--- src/rtl/mips_pipe_pkg.sv ---
// Shared constants for the MIPS front-end pipeline registers: control bundle
// layout, NOP encoding and the default reset PC.
package mips_pipe_pkg;

    localparam int unsigned CTRL_W = 8;

    localparam int unsigned CTRL_REGWRITE = 7;
    localparam int unsigned CTRL_MEMTOREG = 6;
    localparam int unsigned CTRL_MEMWRITE = 5;
    localparam int unsigned CTRL_ALUCTL_HI = 4;
    localparam int unsigned CTRL_ALUCTL_LO = 2;
    localparam int unsigned CTRL_ALUSRC = 1;
    localparam int unsigned CTRL_REGDST = 0;

    localparam logic [31:0] NOP_INSTR = 32'h0000_0000;
    localparam logic [31:0] RESET_PC_DEFAULT = 32'h0000_0000;

endpackage

--- src/rtl/hazard_pipe_regs_pipe_reg.sv ---
// Generic pipeline register: sync reset beats clear, clear beats enable.
module pipe_reg #(
    parameter int unsigned Width = 32,
    parameter logic [Width-1:0] ResetVal = '0,
    parameter logic [Width-1:0] ClrVal = '0
) (
    input  logic             clk,
    input  logic             reset,
    input  logic             en_i,
    input  logic             clr_i,
    input  logic [Width-1:0] d_i,
    output logic [Width-1:0] q_o
);

    logic [Width-1:0] q_q, q_d;

    always_comb begin
        q_d = q_q;
        if (clr_i) begin
            q_d = ClrVal;
        end else if (en_i) begin
            q_d = d_i;
        end
    end

    always_ff @(posedge clk) begin
        if (reset) begin
            q_q <= ResetVal;
        end else begin
            q_q <= q_d;
        end
    end

    assign q_o = q_q;

endmodule

--- src/rtl/hazard_pipe_regs.sv ---
// PC, IF/ID and ID/EX registers driven by the hazard unit's stall/flush
// controls, with per-stage valid bits and saturating stall/flush counters.
module hazard_pipe_regs #(
    parameter logic [31:0] RESET_PC = mips_pipe_pkg::RESET_PC_DEFAULT,
    parameter int unsigned CTRL_W = mips_pipe_pkg::CTRL_W,
    parameter int unsigned CNT_W = 16
) (
    input  logic              clk,
    input  logic              reset,
    input  logic [31:0]       PCNextF,
    input  logic [31:0]       InstrF,
    input  logic [31:0]       PCPlus4F,
    input  logic              StallF,
    input  logic              StallD,
    input  logic              FlushD,
    input  logic              FlushE,
    input  logic [CTRL_W-1:0] CtrlD,
    input  logic [31:0]       RD1D,
    input  logic [31:0]       RD2D,
    input  logic [31:0]       SignImmD,
    input  logic [4:0]        RsD,
    input  logic [4:0]        RtD,
    input  logic [4:0]        RdD,
    output logic [31:0]       PCF,
    output logic [31:0]       InstrD,
    output logic [31:0]       PCPlus4D,
    output logic              ValidD,
    output logic [CTRL_W-1:0] CtrlE,
    output logic [31:0]       RD1E,
    output logic [31:0]       RD2E,
    output logic [31:0]       SignImmE,
    output logic [4:0]        RsE,
    output logic [4:0]        RtE,
    output logic [4:0]        RdE,
    output logic              ValidE,
    output logic [CNT_W-1:0]  StallCnt,
    output logic [CNT_W-1:0]  FlushCnt
);

    import mips_pipe_pkg::*;

    localparam int unsigned IfIdW = 32 + 32 + 1;
    localparam int unsigned IdExW = CTRL_W + 3 * 32 + 3 * 5 + 1;
    localparam logic [IfIdW-1:0] IfIdClr = {NOP_INSTR, 32'h0, 1'b0};

    // A stalled decode stage must not be flushed: PCSrcD is computed on stale operands.
    logic flush_d_eff;
    assign flush_d_eff = FlushD & ~StallD;

    pipe_reg #(
        .Width    (32),
        .ResetVal (RESET_PC),
        .ClrVal   (RESET_PC)
    ) u_pc_reg (
        .clk   (clk),
        .reset (reset),
        .en_i  (~StallF),
        .clr_i (1'b0),
        .d_i   (PCNextF),
        .q_o   (PCF)
    );

    pipe_reg #(
        .Width    (IfIdW),
        .ResetVal ('0),
        .ClrVal   (IfIdClr)
    ) u_ifid_reg (
        .clk   (clk),
        .reset (reset),
        .en_i  (~StallD),
        .clr_i (flush_d_eff),
        .d_i   ({InstrF, PCPlus4F, 1'b1}),
        .q_o   ({InstrD, PCPlus4D, ValidD})
    );

    pipe_reg #(
        .Width    (IdExW),
        .ResetVal ('0),
        .ClrVal   ('0)
    ) u_idex_reg (
        .clk   (clk),
        .reset (reset),
        .en_i  (1'b1),
        .clr_i (FlushE),
        .d_i   ({CtrlD, RD1D, RD2D, SignImmD, RsD, RtD, RdD, ValidD}),
        .q_o   ({CtrlE, RD1E, RD2E, SignImmE, RsE, RtE, RdE, ValidE})
    );

    logic [CNT_W-1:0] stall_cnt_q, stall_cnt_d;
    logic [CNT_W-1:0] flush_cnt_q, flush_cnt_d;

    always_comb begin
        stall_cnt_d = stall_cnt_q;
        flush_cnt_d = flush_cnt_q;
        if (StallD && (stall_cnt_q != '1)) begin
            stall_cnt_d = stall_cnt_q + CNT_W'(1);
        end
        if ((FlushE || flush_d_eff) && (flush_cnt_q != '1)) begin
            flush_cnt_d = flush_cnt_q + CNT_W'(1);
        end
    end

    always_ff @(posedge clk) begin
        if (reset) begin
            stall_cnt_q <= '0;
            flush_cnt_q <= '0;
        end else begin
            stall_cnt_q <= stall_cnt_d;
            flush_cnt_q <= flush_cnt_d;
        end
    end

    assign StallCnt = stall_cnt_q;
    assign FlushCnt = flush_cnt_q;

endmodule

--- config.mk ---
export PLATFORM = sky130hd
export DESIGN_NAME = hazard_pipe_regs
export DESIGN_NICKNAME = d
export VERILOG_FILES = /design/src/rtl/mips_pipe_pkg.sv /design/src/rtl/hazard_pipe_regs_pipe_reg.sv /design/src/rtl/hazard_pipe_regs.sv
export SDC_FILE = /design/constraint.sdc
export NUM_CORES = 1
export LEC_CHECK = 0
export ABC_AREA = 0
export BUFFER_PORTS_ARGS = -buffer_cell sky130_fd_sc_hd__buf_2
export CORE_AREA = 10 10 176 178
export CTS_CLUSTER_DIAMETER = 40
export DETAILED_ROUTE_END_ITERATION = 7
export DIE_AREA = 0 0 186 188
export PLACE_DENSITY_LB_ADDON = 0.08
export SETUP_SLACK_MARGIN = 0.05
export SLEW_MARGIN = 40
export SYNTH_ARGS = -nofsm -noshare
export SYNTH_HDL_FRONTEND = slang
export SYNTH_HIERARCHICAL = 1
export SYNTH_SLANG_ARGS = --single-unit
--- constraint.sdc ---
create_clock -name clk -period 3 [get_ports clk]
set_input_delay 0.3 -clock clk [delete_from_list [all_inputs] [get_ports clk]]
set_output_delay 0.3 -clock clk [all_outputs]
set_load 0.05 [all_outputs]
Yosys cells after proc, flatten, opt, wreduce, memory -nomap -nowiden:

Index checks and enable logic that the tools add are counted.

* input port bits: 221
* register bits: 249
* word-level logic and storage cells: 16
* output and inout bits: 249

* $add $sub $neg: 2
* bitwise gates (word level): 2
* reduce and logical (&&, ||, !) cells: 5
* equality and inequality tests: 2

Operators by type and width (count)
* 16-bit by 1-bit adder with 16-bit output, second input constant: 2
* 16-bit inequality test, second input constant: 2
* 2-bit OR reduction: 2
* 1-bit logical AND: 2
* 1-bit AND: 1
* 1-bit logical OR: 1
* 1-bit inverter: 1

Logic depth before layout (Yosys ltp):

Gate-level depths: netlist of run 1.

* word-level depth: 4
* gate-level depth with buffers: 7
* depth with buffers taken out: 5

Cells and area by module:

Netlist of run 1, hierarchy kept.

Modules (own cells, without submodules)
* pipe_reg at u_idex_reg: area each 4371.7 um^2, times used 1, cells an instance 388, sequential area each 2402.3 um^2
* pipe_reg at u_ifid_reg: area each 2338.5 um^2, times used 1, cells an instance 210, sequential area each 1301.2 um^2
* hazard_pipe_regs: area each 1680.4 um^2, times used 1, cells an instance 196, sequential area each 640.6 um^2
* pipe_reg at u_pc_reg: area each 1156.1 um^2, times used 1, cells an instance 105, sequential area each 640.6 um^2

Worst setup path before layout of run 1:

OpenSTA, ideal clock, no wires.

* path type: reg-to-reg
* start: reg stall_cnt_q[8] (netlist: StallCnt[8])
* end: reg stall_cnt_q[15] (netlist: StallCnt[15])
* clock period less this slack: 1.979 ns
* data required time: 2.879 ns
* cell stages (with the launch flop): 5
* library setup time: 0.121 ns
* setup slack: 1.021 ns
* buffers on the path: 0
* data arrival time: 1.859 ns
* cell sequence: dfxtp_1 nand4_1 or3_1 a211oi_1 mux2_2

* longest elaborated chain between the ends: 2
* elaborated cells on any way between the ends: 3
* those cells by class: 1 x add/sub; 1 x eq/ne; 1 x reduce/logical

Ends and longest elaborated chain
* from (decl): RTL line hazard_pipe_regs.sv:89 `logic [CNT_W-1:0] stall_cnt_q, stall_cnt_d;`
* from (signal assigned): RTL line hazard_pipe_regs.sv:108 `stall_cnt_q <= stall_cnt_d;`
* parallel branches: the longest is 2 deep, another holds 16-bit by 1-bit adder with 16-bit output

Parallel ways; which one is timed is not known.
A chain may end at the register's enable or synchronous reset.

Worst setup path after layout of run 1:

* start: reg flush_cnt_q[0] (netlist: FlushCnt[0])
* end: reg flush_cnt_q[15] (netlist: FlushCnt[15])

* longest elaborated chain between the ends: 2
* elaborated cells on any way between the ends: 3
* those cells by class: 1 x add/sub; 1 x eq/ne; 1 x reduce/logical

Ends and longest elaborated chain
* from (decl): RTL line hazard_pipe_regs.sv:90 `logic [CNT_W-1:0] flush_cnt_q, flush_cnt_d;`
* from (signal assigned): RTL line hazard_pipe_regs.sv:109 `flush_cnt_q <= flush_cnt_d;`
* parallel branches: the longest is 2 deep, another holds 16-bit by 1-bit adder with 16-bit output

Parallel ways; which one is timed is not known.

==> metrics.txt, run 1 <==
status=finished, final reports clean; DP Worst Slack=roughly 1000 ps; placed cell count=about 1700; largest net degree at the start of global routing=about 120; die area=34970 sq um; layout cell share with drive strength beyond 1=0.4026; ANT nets after route=0; Total Routing Usage GR=0.1797; Cell variety after synth=around 50; switch share=0.2565; PwrDens=~700 nW/um^2; drt drc=0; Synth Warn #=6; H-tree depth=2; Cells after Synth=approximately 900; Worst EP required=about 3400 ps; fill count=2753; Leak Pwr=about 0.0068 uW; row count=61; worst min path class=in2reg; maximum capacitance violations=0; asr flop ratio synth=0; port bufs=around 470; CP Launch Type=register; IO Pins=470; CP Class=reg2reg; first-pass GRT wire length=around 49000 um; Crit-path slowest cell=nor4bb_2; commonest register cell after synthesis=dfxtp_1; Non-Filler Instances=~1700; Placed Area=between 10000 and 15000 sq um; slew margin rel.=0.5584; combinational power share=0.117; sequential cell area fraction in the yosys report=0.5221; most frequent cell after synthesis=dfxtp_1; post-layout worst setup margin=around 1000 ps; Routed WL per cell=18.97 um; Worst VDD drop=between 400 and 500 uV; initial antenna violation count=5; core area=27480 sq um; Worst-Margin Slew=roughly 650 ps; Initial Util=0.3474; part of the power in registers=0.374; DR vias/cell=4.618; Largest stage delay, worst path=630 ps; Iter 0 DRT Violations=~390; CTS clk-pin slew, worst paths=60 ps; CTS tree=done; post-synth top area cell=dfxtp_1; Detailed Place HPWL=roughly 26000 um; Pint=just under 7000 uW; CTS Buf Count=40; WL final=between 30000 and 40000 um; Avg Cell Area, Syn=10.62 sq um; CP Capture Type=register; post-synthesis register bit count=between 200 and 250; worst-path cell chain=ha_1 > and3_1 > nor4bb_2 > buf_4 > or4_1 > a21oi_1; clock network power share=0.508; drt first pass iters=5; Final Skew=roughly 17 ps; Synth area leaders=dfxtp_1 (52%), mux2i_1 (23%), nor2_1 (9.0%); top cell type's share of synthesized area=0.5221; fin crit period=about 2000 ps; critical path arrival=approximately 2400 ps; Cell Area, Synth=around 9500 sq um; NetSw=2389 uW; CTS root buf=clkbuf_16; worst skew pair latency=just over 500 ps; synth cell count leaders=dfxtp_1 (249), nor2_1 (228), mux2i_1 (218); Slew Limit Fails=0; final setup fails=0; FMAX=around 0.50 GHz; setup bufs post-CTS=0; Area Growth Syn to Fin=39.65%; Design Power=about 9300 uW; RSZ-0062 raised after global routing=false; Clock Path Buffers=3; Critical Path Fanout Max=12; final hold vios=0; number of global-route vias before repair=around 8000; total gr overflow=0; Clock Sinks=249; Die H=188 um; Final Cycle Share=0.6659; RePlAce Congestion=just under 0.8; setup_tns=0 ps; Die X=~190 um; number of synthesized flops with an enable pin=0; final instance area=13330 sq um; fin nets=roughly 1600; routed via count=~8100
[power by group through the flow]
stage               logic [uW]  registers [uW]  clock network (uW)
floorplan                  393            3960                   0
global placement          1090            3550                   0
detailed placement        1100            3550                   0
CTS                       1100            3480                4840
global route              1170            3500                5020
finish                    1090            3490                4730
[worst paths after layout]
| path | start | to | slack [ps] | depth (start not counted) |
|---|---|---|---|---|
| setup / recovery | FlushCnt[0] | FlushCnt[15] | 1000 | 6 |
| setup reg to reg | FlushCnt[0] | FlushCnt[15] | 1000 | 6 |
| hold / removal | PCPlus4F[13] | u_ifid_reg/q_o[14] | 20 | 3 |
| hold reg to reg | u_pc_reg/q_o[30] | u_pc_reg/q_o[30] | 480 | 2 |
[routing by layer]
metal,vias up,wire (um),GRT usage
met3,47,3395,0.07288
met5,-,40,0
met2,300,16600,0.3127
met4,6,558,0.04373
met1,3663,12490,0.1981
li1,4038,-,-
[worst max-delay path, delay by kind of cell, from the launching register on]
kind	cells	cell delay (ps)
AND/OR/NAND/NOR	3	960
flip-flops	1	390
buffers and inverters	1	300
adder cells (fa/ha/maj)	1	180
AO/OA/AOI/OAI	1	60
[registers in the layout, indices dropped and copies added (netlist names)]
signal          cells
u_ifid_reg/q_o     65
FlushCnt           16
u_pc_reg/q_o       32
u_idex_reg/q_o    120
StallCnt           16
[per-stage QoR]
stage          hold slack, ps  utilization
2_1_floorplan           447.2            -
3_3_place_gp            467.0       0.4334
3_5_place_dp            474.4       0.4337
4_1_cts                 4.842       0.4850
5_1_grt                 11.89       0.4852
6_report                21.61       0.4852
[cells in the final DEF, fill, tap and decap left out, types with 3 or more instances in the layout]
| cell | count |
|---|---|
| inv_1 | 8 |
| mux2i_1 | 218 |
| nand4_1 | 8 |
| o21ai_0 | 7 |
| nand2_1 | 8 |
| dfxtp_1 | 249 |
| clkbuf_1 | 4 |
| clkinv_4 | 3 |
| a21oi_1 | 20 |
| clkinvlp_4 | 5 |
| buf_12 | 3 |
| nor2_1 | 228 |
| xor2_1 | 3 |
| o211ai_1 | 3 |
| or3_1 | 6 |
| inv_6 | 3 |
| nor3_1 | 5 |
| buf_2 | 469 |
| bufinv_16 | 6 |
| clkinv_2 | 5 |
| o31ai_1 | 12 |
| or4_1 | 12 |
| and4_1 | 4 |
| clkbuf_8 | 5 |
| clkbuf_16 | 41 |
| conb_1 | 3 |
| and3_1 | 4 |
| buf_4 | 8 |
| nand3_1 | 11 |
[cells by family (layout without fill, tap and decap cells)]
kind of cell / after synthesis / count (layout) / share of synthesized area
DFF: 249 / 249 / 0.5221
buffers and inverters: 65 / 561 / 0.06147
xor gates and xnor gates: 3 / 3 / 0.002753
other: 2 / 5 / 0.0007867
AOI/OAI and AO/OA: 54 / 54 / 0.03788
muxes: 220 / 220 / 0.2309
adders and majority gates: 2 / 2 / 0.002621
and+or+nand+nor: 304 / 304 / 0.1414
[layout make-up]
class	count	area [sq um]	area share
flip-flops and latches	249	4985	0.3739
multi-input cells	586	3996	0.2998
repair buffers	481	2477	0.1858
clock buffers	50	1110	0.08325
well taps	346	432.9	0.03247
clock inverters	21	290.3	0.02177
inverters	9	35.03	0.002628
diodes	2	5.005	0.0003754
[timing repair]
action / 4_1_cts / 5_1_grt
resized for setup: 0 / 0
hold buffers: 1 / 0
setup endpoints to repair: 0 / 0
endpoints found under the hold margin: 1 / 0
No activity file was read; power rests on OpenSTA's default activity.
==> inputs of run 2 (changes only) <==
ABC_AREA = 1   (was 0)
clock period = 1.77 ns   (was 3 ns; I/O delays follow)
==> run 2 against run 1 <==
- combinational power rose to 2.6 times the previous value
- cell area rose by 29%
- via count up 47%
- worst hold slack got worse by 4.9 ps
- clock power is 98% higher
- setup slack worse by 710 ps
- flip-flop and latch count is the same
- clock-buffer cell count up 6
- sequential share of layout area fell by 8.4 points
- synthesized cell count grew 87%
- critical endpoint is now StallCnt[6]
- largest power group unchanged
==> metrics.txt, run 2 <==
status=finished, final reports clean; largest net degree at the start of global routing=241 (+99%); CP Depth=1 (-5); worst skew pair latency=520 ps (about the same); fill count=2588 (-6.0%); PwrDens=1055 nW/um^2 (+51%); die area=34970 sq um (unchanged); hold slack=16.67 ps (-4.939 ps); Initial Util=0.4001 (+0.05269); CTS root buf=clkbuf_16; mux share of post-synthesis cell area=0 (-0.2309); post-synthesis register bit count=249 (unchanged); final setup fails=0 (unchanged); CTS tree=done; FMAX=0.6780 GHz; RSZ-0062 raised after global routing=false; Reg2Reg Launch Point=StallCnt[0]; Buf/Inv on CP=1 (unchanged); Critical Path Fanout Max=5 (-7); multi-input logic area=4461 sq um (+12%); largest family of logic cells by synthesized area=simple AND/OR/NAND/NOR gates; final instance area=17210 sq um (+29%); adder-cell share of the synthesized area=0.002276 (-0.0003451); Cell Area, Synth=10990 sq um (+15%); commonest cells after routing, fill and taps aside=nor2_1 (508), nand2_1 (506), buf_2 (469); most frequent cell after synthesis=nor2_1; compound-gate portion of the synthesized area=0.01252 (-0.02536); Synth area leaders=dfxtp_1 (45%), nor2_1 (17%), nand2_1 (17%); layout cell share with drive strength beyond 1=0.2531 (-0.1494); Die X=186 um (unchanged); sequential cell area fraction in the yosys report=0.4534 (-0.06875); Total Routing Usage GR=0.2163 (+0.03659); Die H=188 um (unchanged); Top delay family on crit path=flip-flops; synth cell count leaders=nor2_1 (509), nand2_1 (506), dfxtp_1 (249); top cell type's share of synthesized area=0.4534 (-0.06875); Worst VDD drop=747.2 uV (+75%); worst min path class=in2reg; port bufs=469 (unchanged); Clock Path Buffers=3 (unchanged); fin crit period=1475 ps; number of synthesized flops with an enable pin=0 (unchanged); depth of the most critical reg-to-reg path=6 (unchanged); core area=27480 sq um (unchanged); Avg Cell Area, Syn=6.525 sq um (-39%); critical path arrival=1300 ps (-1070 ps); Leak Pwr=0.009455 uW (+39%); reg-to-reg slack, setup=300 ps (-710 ps); simple-gate area share of the yosys netlist=0.3888 (+0.2473); setup bufs post-CTS=0 (unchanged); Routed WL per cell=14.43 um (-24%); Final Cycle Share=0.8333; max reg flops=120 (unchanged); Crit-path slowest cell=dfxtp_1; Detailed Place HPWL=27460 um (+7.6%); IO Pins=470 (unchanged); Worst EP required=1590 ps (-1790 ps); CP Class=reg2out; Cell variety after synth=23 (-55%); RePlAce Congestion=0.8272 (+4.4%); post-synth top area cell=dfxtp_1; post-CTS sizing=0 (unchanged); initial antenna violation count=6 (+1); Reg2Reg Capture Point=StallCnt[14]; Slew Limit Fails=0 (unchanged); ANT nets after route=0 (unchanged); DR vias/cell=4.315 (-6.6%); Iter 0 DRT Violations=583 (+50%); drt first pass iters=5 (unchanged); final hold vios=0 (unchanged); Post-Synth XOR/XNOR Area=0 (-0.002752); Synth Warn #=6 (unchanged); row count=61 (unchanged); Cells after Synth=1685 (+87%); drt drc=0 (unchanged); Clock Sinks=249 (unchanged); Crit. Startpoint=StallCnt[6]; commonest register cell after synthesis=dfxtp_1; first-pass GRT wire length=61440 um (+25%); H-tree depth=2 (unchanged); CTS clk-pin slew, worst paths=50 ps (about the same); worst-path cell chain=buf_2; Area Growth Syn to Fin=56.57%; setup_tns=0 ps (unchanged); number of global-route vias before repair=11510 (+44%); worst setup path endpoint=StallCnt[6]; Placed Area=13380 sq um (+12%); Largest stage delay, worst path=460 ps (-170 ps); Final Skew=7.872 ps (-9.034 ps); routed via count=11850 (+47%); CTS Buf Count=45 (+13%); WL final=39610 um (+20%); maximum capacitance violations=0 (unchanged); fin nets=2582 (+62%); CP Capture Type=primary output; Final Util=0.6265 (+0.1413); total gr overflow=0 (unchanged); asr flop ratio synth=0 (unchanged); CP Launch Type=register; FF/Latch Area=4987 sq um (about the same); most common cell after layout, fill and taps aside=nor2_1
==> run 2: cells by family after synthesis <==
| family | after synthesis |
|---|---|
| AOI/OAI and AO/OA | 27 |
| adders and majority gates | 2 |
| other | 2 |
| buffers and inverters | 323 |
| and+or+nand+nor | 1082 |
| DFF | 249 |
==> run 2: power by group <==
part           total, uW  leakage, uW  switching, uW  internal, uW
logic               2780      0.00662           1810           978
clock network       9380     0.000797           2920          6460
registers           6000      0.00204            126          5870
==> run 2: worst min-delay path by stage <==
| stage | endpoint | start | depth (start not counted) |
|---|---|---|---|
| finish | u_idex_reg/q_o[113] | FlushE | 4 |
| global route | u_idex_reg/q_o[5] | FlushE | 4 |
| CTS | u_idex_reg/q_o[113] | FlushE | 4 |
| detailed placement | u_ifid_reg/q_o[11] | u_ifid_reg/q_o[11] | 2 |
| global placement | u_pc_reg/q_o[15] | u_pc_reg/q_o[15] | 2 |
| floorplan | StallCnt[12] | reset | 1 |
==> run 2: layout make-up <==
type                    count  area share
diodes                      6   0.0008722
repair buffers            703      0.2749
flip-flops and latches    249      0.2897
multi-input cells        1114      0.2591
inverters                 246     0.05379
clock inverters            26     0.02384
clock buffers              56     0.07261
well taps                 346     0.02515
==> run 2: metal layers <==
metal | wire [um] | up-vias | GRT usage | share of wire
met1 | 15100 | 5095 | 0.2301 | 0.38
met2 | 18950 | 418 | 0.3675 | 0.48
li1 | - | 6233 | - | -
met5 | 0 | - | 0 | 0
met4 | 1908 | 0 | 0.1166 | 0.048
met3 | 3658 | 102 | 0.07404 | 0.092
==> run 2: through the flow <==
| stage | total power, uW | setup WS [ps] | std cells |
|---|---|---|---|
| 4_1_cts | 18330 | 277.8 | 2740 |
| 3_5_place_dp | 8460 | 305.2 | 2442 |
| 3_3_place_gp | 8437 | 330.1 | 2442 |
| 6_report | 18160 | 295.1 | 2746 |
| 2_1_floorplan | 7837 | 63.40 | 1686 |
| 5_1_grt | 18880 | 167.8 | 2746 |
==> run 2: timing repair <==
item,4_1_cts,5_1_grt
hold buffers,216,0
setup endpoints to repair,0,0
hold endpoints to repair,216,0
==> inputs of run 3 (changes only) <==
clock period = 1.27 ns   (was 1.77 ns; I/O delays follow)
==> run 3 against run 2 <==
- the flow now finishes with violations (setup timing)
- cell count up 0.87%
- routed wire length up 5.2%
- combinational power up 54%
- critical endpoint is now StallCnt[11]
- register-to-register slack worse by 340 ps
- cell area up 8.9%
- setup slack worse by 340 ps
- largest cell class is now buffers
- power up 30%
- flip-flop and latch count unchanged
==> metrics.txt, run 3 (synthesis results as in run 2) <==
Final Util=0.6821 (+0.05556); Final Cycle Share=1.037; WL final=41660 um (+5.2%); routed via count=12190 (+2.9%); Total Routing Usage GR=0.2255 (+0.009247); ANT nets after route=0 (unchanged); first-pass GRT wire length=63800 um (+3.8%); placed cell count=2465 (+0.94%); CP Capture Type=register; status=complete, but fails checks; CTS tree=done; CP Class=reg2reg; row count=61 (unchanged); Worst EP required=1700 ps (+110 ps); hold wc startpoint=CtrlD[7]; worst skew pair latency=510 ps (about the same); Worst VDD drop=826.9 uV (+11%); reg-to-reg slack, setup=-50 ps (-340 ps); Leak Pwr=0.009808 uW (+3.7%); fill count=2270 (-12%); met2 usage in global routing=0.3859 (+0.01840); busiest grt layer=met2; met3 Use GR=0.07481 (+0.0007732); port bufs=469 (unchanged); drt first pass iters=5 (unchanged); final setup fails=10 (+10); worst min path class=in2reg; Reg2Reg Launch Point=StallCnt[0]; IO Pins=470 (unchanged); fin nets=2617 (+1.4%); Reg2Reg Capture Point=StallCnt[11]; Final Skew=17.71 ps (+9.833 ps); layout cell share with drive strength beyond 1=0.3040 (+0.05091); Routed WL per cell=15.04 um (+4.3%); FMAX=0.7593 GHz; Initial Util=0.4001 (unchanged); most common cell after layout, fill and taps aside=nand2_1; violated checks=setup timing; drt drc=0 (unchanged); DR vias/cell=4.402 (+2.0%); maximum capacitance violations=0 (unchanged); Die X=186 um (unchanged); Critical Path Fanout Max=12 (+7); CTS Buf Count=40 (-11%); die area=34970 sq um (unchanged); max reg flops=120 (unchanged); CTS root buf=clkbuf_16; post-layout worst setup margin=-47.08 ps (-342.2 ps); RePlAce Congestion=0.8413 (+1.7%); initial antenna violation count=1 (-5); Iter 0 DRT Violations=618 (+6.0%); core area=27480 sq um (unchanged); number of global-route vias before repair=12050 (+4.6%); final hold vios=0 (unchanged); M1 GR Usage=0.2401 (+0.01002); PwrDens=1255 nW/um^2 (+19%); depth of the most critical reg-to-reg path=8 (+2); Hold EP=u_idex_reg/q_o[119]; CP Launch Type=register; Non-Filler Instances=2770 (+0.87%); Slew Limit Fails=0 (unchanged); Area Growth Syn to Fin=70.46%; H-tree depth=2 (unchanged); Detailed Place HPWL=28450 um (+3.6%); Die H=188 um (unchanged); CTS clk-pin slew, worst paths=50 ps (about the same); Design Power=23520 uW (+30%); largest net degree at the start of global routing=241 (unchanged); antenna cells=0 (-6); total gr overflow=0 (unchanged); critical path arrival=1740 ps (+440 ps); commonest cells after routing, fill and taps aside=nand2_1 (497), nor2_1 (486), inv_1 (233); RSZ-0062 raised after global routing=true; hold path depth=5 (+1); Clock Sinks=249 (unchanged); fin crit period=about 1300 ps; Clock Path Buffers=3 (unchanged)
## run 3: layer usage
layer  vias up  share of wire  wire, um
li1       6294              -         -
met1      5346           0.38     15650
met2       432           0.48     20120
met3       119          0.092      3850
met4         2          0.049      2022
met5         -        0.00031        13
## run 3: metrics by stage
| stage | setup WS (ps) | TNS [ps] | cell area [sq um] | hold WS (ps) |
|---|---|---|---|---|
| 2_1_floorplan | -33.67 | -640.9 | 11220 | 186.4 |
| 3_3_place_gp | 0.05840 | 0 | 13850 | 407.9 |
| 3_5_place_dp | -29.39 | -160.5 | 13850 | 418.3 |
| 4_1_cts | -17.13 | -107.3 | 18380 | 8.234 |
| 5_1_grt | -112.6 | -2285 | 18740 | 12.50 |
| 6_report | -47.08 | -278.6 | 18740 | 13.85 |
## run 3: how the worst max path moves through the flow
stage	startpoint	endpoint	slack [ps]	cells past startpoint
final	StallCnt[0]	StallCnt[11]	-50	8
after global routing	FlushCnt[7]	FlushCnt[15]	-110	9
after CTS	FlushCnt[0]	FlushCnt[0]	-20	2
after detailed placement	StallCnt[1]	StallCnt[14]	-30	8
after global placement	FlushCnt[1]	FlushCnt[6]	0.06	8
after floorplan	StallCnt[1]	StallCnt[7]	-30	7
## run 3: what timing repair did
item | 4_1_cts | 5_1_grt
hold buffers | 215 | 0
pin swaps | 12 | 11
setup buffers | 8 | 9
gates resized for setup | 341 | 80
endpoints found under the setup margin | 278 | 88
hold endpoints to repair | 215 | 0
cloned | 1 | 0
## run 3: cell type report
type,count,area (sq um),share of cell area
clock inverters,18,207.7,0.01108
multi-input cells,1115,4773,0.2547
clock buffers,54,1155,0.06162
inverters,246,925.9,0.04941
repair buffers,742,6137,0.3275
well taps,346,432.9,0.02310
flip-flops and latches,249,5109,0.2726
## run 3: power breakdown
part           internal [uW]  switching (uW)
combinational           1690            2580
clock                   7050            3870
sequential              8120             221
## run 3: worst max-delay path, stage by stage, from the launching register on
cell and delay [ps]:
dfxtp_4 370, ha_4 170, inv_2 50, nor2_4 110
nand4_4 140, buf_12 200, nand3_2 60, nand2_1 50
nor2_1 100
